`src/rtl/spi_ram_burst.sv`:
```
// spi_ram_burst
//   Command-decoding RAM between the SPI slave deserializer and serializer.
//   Each frame on din carries a 2-bit command and a payload. Independent write
//   and read pointers with optional post-increment and wrap at MEM_DEPTH-1.
//   Illegal frames produce a one-cycle err pulse and change no state.
//
// Ports
//   clk       clock
//   rst_n     asynchronous active-low reset
//   din       frame: [PW+1:PW] command, [PW-1:0] payload
//   rx_valid  frame valid, din is ignored when low
//   dout      read data, held until the next read result
//   tx_valid  one-cycle pulse, dout is new
//   err       one-cycle pulse, the previous frame was rejected
//
// Commands: 00 WR_ADDR, 01 WR_DATA, 10 RD_ADDR, 11 RD_DATA
module spi_ram_burst #(
    parameter int ADDR_WIDTH   = 8,
    parameter int DATA_WIDTH   = 8,
    parameter int MEM_DEPTH    = 256,
    parameter int AUTO_INC     = 1,
    parameter int READ_LATENCY = 1,
    localparam int PW = (ADDR_WIDTH > DATA_WIDTH) ? ADDR_WIDTH : DATA_WIDTH
) (
    input  logic                  clk,
    input  logic                  rst_n,
    input  logic [PW+1:0]         din,
    input  logic                  rx_valid,
    output logic [DATA_WIDTH-1:0] dout,
    output logic                  tx_valid,
    output logic                  err
);

    localparam logic [1:0] CMD_WR_ADDR = 2'b00;
    localparam logic [1:0] CMD_WR_DATA = 2'b01;
    localparam logic [1:0] CMD_RD_ADDR = 2'b10;
    localparam logic [1:0] CMD_RD_DATA = 2'b11;

    // One extra bit so MEM_DEPTH == 2**ADDR_WIDTH is representable.
    localparam logic [ADDR_WIDTH:0]   DEPTH_X  = (ADDR_WIDTH+1)'(MEM_DEPTH);
    localparam logic [ADDR_WIDTH-1:0] LAST_IDX = ADDR_WIDTH'(MEM_DEPTH - 1);

    logic [1:0]            cmd;
    logic [ADDR_WIDTH-1:0] pl_addr;
    logic [DATA_WIDTH-1:0] pl_data;
    logic                  addr_ok;

    logic [ADDR_WIDTH-1:0] wr_ptr;
    logic [ADDR_WIDTH-1:0] rd_ptr;
    logic                  wr_armed;
    logic                  rd_armed;

    logic                  wr_fire;
    logic                  rd_fire;
    logic                  reject;

    logic [DATA_WIDTH-1:0] mem [MEM_DEPTH];
    logic [DATA_WIDTH-1:0] rd_word;

    assign cmd     = din[PW+1:PW];
    assign pl_addr = din[ADDR_WIDTH-1:0];
    assign pl_data = din[DATA_WIDTH-1:0];
    assign addr_ok = {1'b0, pl_addr} < DEPTH_X;

    assign wr_fire = rx_valid && (cmd == CMD_WR_DATA) && wr_armed;
    assign rd_fire = rx_valid && (cmd == CMD_RD_DATA) && rd_armed;

    always_comb begin
        reject = 1'b0;
        if (rx_valid) begin
            case (cmd)
                CMD_WR_ADDR: reject = !addr_ok;
                CMD_WR_DATA: reject = !wr_armed;
                CMD_RD_ADDR: reject = !addr_ok;
                default:     reject = !rd_armed;
            endcase
        end
    end

    function automatic logic [ADDR_WIDTH-1:0] ptr_inc(input logic [ADDR_WIDTH-1:0] p);
        return (p == LAST_IDX) ? '0 : p + 1'b1;
    endfunction

    always_ff @(posedge clk or negedge rst_n) begin
        if (!rst_n) begin
            wr_ptr   <= '0;
            rd_ptr   <= '0;
            wr_armed <= 1'b0;
            rd_armed <= 1'b0;
            err      <= 1'b0;
        end else begin
            err <= reject;
            if (rx_valid && !reject) begin
                case (cmd)
                    CMD_WR_ADDR: begin
                        wr_ptr   <= pl_addr;
                        wr_armed <= 1'b1;
                    end
                    CMD_WR_DATA: if (AUTO_INC != 0) wr_ptr <= ptr_inc(wr_ptr);
                    CMD_RD_ADDR: begin
                        rd_ptr   <= pl_addr;
                        rd_armed <= 1'b1;
                    end
                    default:     if (AUTO_INC != 0) rd_ptr <= ptr_inc(rd_ptr);
                endcase
            end
        end
    end

    // Storage is deliberately not reset.
    always_ff @(posedge clk) begin
        if (wr_fire) mem[wr_ptr] <= pl_data;
    end

    assign rd_word = mem[rd_ptr];

    generate
        if (READ_LATENCY == 2) begin : g_lat2
            logic                  s1_valid;
            logic [DATA_WIDTH-1:0] s1_data;

            always_ff @(posedge clk or negedge rst_n) begin
                if (!rst_n) begin
                    s1_valid <= 1'b0;
                    s1_data  <= '0;
                    tx_valid <= 1'b0;
                    dout     <= '0;
                end else begin
                    s1_valid <= rd_fire;
                    if (rd_fire) s1_data <= rd_word;
                    tx_valid <= s1_valid;
                    if (s1_valid) dout <= s1_data;
                end
            end
        end else begin : g_lat1
            always_ff @(posedge clk or negedge rst_n) begin
                if (!rst_n) begin
                    tx_valid <= 1'b0;
                    dout     <= '0;
                end else begin
                    tx_valid <= rd_fire;
                    if (rd_fire) dout <= rd_word;
                end
            end
        end
    endgenerate

endmodule

```
`config.mk`:
```
export PLATFORM = sky130hd
export DESIGN_NAME = spi_ram_burst
export DESIGN_NICKNAME = d
export VERILOG_FILES = /design/src/rtl/spi_ram_burst.sv
export SDC_FILE = /design/constraint.sdc
export NUM_CORES = 2
export LEC_CHECK = 0
export ABC_AREA = 1
export CAP_MARGIN = 20
export CORE_MARGIN = 4
export CORE_UTILIZATION = 45
export DETAILED_ROUTE_END_ITERATION = 8
export PLACE_DENSITY_LB_ADDON = 0.08
export SLEW_MARGIN = 10
export SYNTH_ARGS = -nofsm -noshare
export SYNTH_HDL_FRONTEND = slang
export SYNTH_SLANG_ARGS = --single-unit
```
`constraint.sdc`:
```
create_clock -name clk -period 2.6 [get_ports clk]
set_input_delay 0.52 -clock clk [delete_from_list [all_inputs] [get_ports clk]]
set_output_delay 0.52 -clock clk [all_outputs]
set_load 0.005 [all_outputs]
```
==> metrics.txt <==
status=finished, violations left; failing checks=setup timing; drt wl/cell=22.74 µm; Hold Vio Cnt, Final=0; CP required=3370 ps; crit end category=flip-flop; main combinational cell family by area after synthesis=simple AND/OR/NAND/NOR gates; Crit path max-delay family=simple AND/OR/NAND/NOR gates; via count=60360; Worst Setup Slack, final=-27.76 ps; Crit Path Max Fanout=25; Post-Synthesis Cells=8270; Total GRT Usage=0.2513; startpoint type of the worst setup path=flip-flop; worst r2r src=rd_ptr[0]; cts bufs inserted=217; asr flop ratio synth=0.01349; Synth Area in Adders=0.0006969; Initial Util=0.4538; RSZ-0062 raised after global routing=true; DP Area=0.09734 mm²; DP Cell Count=11100; hold_sp=din[0]; Post-Syn Area per Cell=10.85 µm²; GPL Wtd Cong=0.8649; max capacitance violation total=0; slew margin rel.=0.4293; proportion of synthesized area in mux cells=0; commonest cells in the netlist=nand2_1 (2840), edfxtp_1 (2048), nor2_1 (748), nand3_1 (745), inv_1 (673); DRC viols=0; XOR/XNOR share of the synthesized area=0.00009757; Final Routed Wirelength=262.1 mm; Pwr Density=818.3 mW/mm²; Setup TNS Final=-46.56 ps; # IOs=23; CP Cell Sequence=buf_12 > buf_16 > buf_16 > buf_4 > nor2_1 > nor2_1 > o21ai_0 > nand2_1 > nand2_1 > nand3_1 > nand3_1 > nand3_1 > nand3_1 > nand3_1 > nand3_1 > nand2_1; Filler Cells Inserted=17390; initial antenna violation count=3; largest net degree at the start of global routing=106; gr ovfl total=0; crit path launch=rd_ptr[0]; post-synth top area share=0.6851; worst-margin pin slew=850.8 ps; syn nets=8288; Most used DFF post-synth=edfxtp_1; vias in the first global route=59230; Skew-Pair Late Insertion Delay=880 ps; Worst path max stage delay=510 ps; IO Port Bufs=22; mapped cell area=0.08976 mm²; clock slew at reported path FFs=60 ps; vias per cell=5.237; Layout Nets=8727; Layout Cells excl Fill=11520; CTS Sinks=2076; simple-gate area share of the yosys netlist=0.2006; Die ar.=0.2067 mm²; Post-DP HPWL=165.2 mm; Routed Antenna Nets=0; Fin Clk Skew=43.47 ps; H-tree Lvls=4; EDFF count, synth=2048; most used cell, CP=nand3_1; die width=454.6 µm; maximum vdd drop=0.6884 mV; Ys Warns=0; Leak=0.04162 µW; DRT iter0 DRCs=6101; Distinct cells, synth=35; share of layout cells above drive strength 1=0.1409; Crit Path Class=reg2reg; Hold WC Path Type=in2reg; # setup viols final=2; Slowest-stage cell, CP=dfrtp_4; count leader, synth=nand2_1; Max Fclk=380.6 MHz; CTS max path bufs=3; CP bufs+invs=4; clock tree root driver cell=clkbuf_16; area grow syn2layout=17.40%; First-pass DRT Iterations=6; fin crit period=2628 ps; register bit count reported by yosys=2076; CTS tree=done; Core Region=0.1978 mm²; Chip Height=454.6 µm; first-pass GRT wire length=384.7 mm; period utilization=1.011; fin area=0.1054 mm²; count of final max-slew check failures=0; Site Rows=163; Critical Path AT=3400 ps; sequential area share after synthesis=0.6929; Synth area leaders=edfxtp_1 (69%), nand2_1 (12%), nand3_1 (4.2%); Synth Area in Compound Gates=0.04590; Synth area leader=edfxtp_1
[stage by stage]
step | utilization | power (µW) | hold WS [ps] | setup slack (ps)
final | 0.5327 | 86230 | 75.60 | -27.76
after floorplan | - | 48470 | 224.4 | 268.5
after detailed placement | 0.4920 | 55900 | 493.1 | -311.9
after global routing | 0.5327 | 89820 | 56.26 | -91.46
after global placement | 0.4920 | 55890 | 474.0 | -319.6
after CTS | 0.5285 | 86080 | 34.68 | -3.417
[state kept, by name, indices dropped and copies added (netlist names)]
| name | count |
|---|---|
| err | 1 |
| tx_valid | 1 |
| rd_armed | 1 |
| wr_armed | 1 |
| wr_ptr | 8 |
| rd_ptr | 8 |
| dout | 8 |
| mem | 2048 |
[final timing paths]
kind,depth (start not counted),slack [ps],endpoint
hold / removal,1,80,mem[173][0]
hold reg to reg,2,510,rd_armed
setup / recovery,16,-30,dout[2]
setup reg to reg,16,-30,dout[2]
min in group asynchronous,2,290,err
max in group asynchronous,2,1680,rd_ptr[0]
[area by class of cell]
| class | count | area (µm²) | share of cell area |
|---|---|---|---|
| inverters | 683 | 2613 | 0.02479 |
| well taps | 2640 | 3303 | 0.03135 |
| repair buffers | 706 | 7702 | 0.07309 |
| flip-flops and latches | 2076 | 62220 | 0.5904 |
| diodes | 4 | 10.01 | 0.00009498 |
| clock buffers | 265 | 5653 | 0.05364 |
| repair inverters | 1 | 11.26 | 0.0001069 |
| multi-input cells | 5024 | 22730 | 0.2157 |
| clock inverters | 125 | 1137 | 0.01079 |
[power breakdown]
group	internal (µW)	total, µW	switching (µW)
registers	36900	37200	276
clock network	17000	29900	13000
logic	6280	19100	12800
[cells in the final DEF, fill, tap and decap left out, types with 29 or more instances in the layout]
| cell | Yosys | routed |
|---|---|---|
| nand3_2 | 0 | 87 |
| or2_1 | 29 | 29 |
| clkinv_1 | 5 | 56 |
| nor2_1 | 748 | 742 |
| nand3_1 | 745 | 655 |
| nand2_1 | 2840 | 2827 |
| buf_12 | 0 | 136 |
| o21ai_0 | 241 | 227 |
| clkinv_2 | 0 | 31 |
| clkbuf_16 | 0 | 230 |
| clkbuf_1 | 155 | 46 |
| or2_0 | 69 | 69 |
| o211ai_1 | 165 | 165 |
| inv_1 | 673 | 672 |
| edfxtp_1 | 2048 | 2048 |
| o211ai_2 | 117 | 117 |
| buf_4 | 64 | 502 |
[repair_timing]
item | in CTS | in global routing
setup endpoints to repair | 9 | 13
pin swaps | 1 | 14
cloned | 3 | 12
hold buffers | 3 | 0
endpoints found under the hold margin | 44 | 0
setup buffers | 3 | 10
resized for setup | 54 | 101
[metal layers]
metal / routed length, µm / global-route usage / vias up
met4: 8415 / 0.08280 / 0
met3: 16760 / 0.03665 / 367
li1: - / - / 28550
met2: 120400 / 0.3968 / 1936
met1: 116500 / 0.3593 / 29500
met5: 0 / 0 / -
[worst register-to-register path: stages (launching register included)]
cell	delay, ps
dfrtp_4	510
buf_12	180
buf_16	160
buf_16	180
buf_4	190
nor2_1	130
nor2_1	50
o21ai_0	60
nand2_1	80
nand2_1	60
nand3_1	60
nand3_1	250
nand3_1	110
nand3_1	170
nand3_1	180
nand3_1	110
nand2_1	50
[kinds of logic after synthesis]
logic type,after synthesis
buf+inv,1170
fa+ha+maj,5
xor+xnor,1
flops,2076
simple gates,4460
compound gates,558
Power figures use the tool's default switching activity.
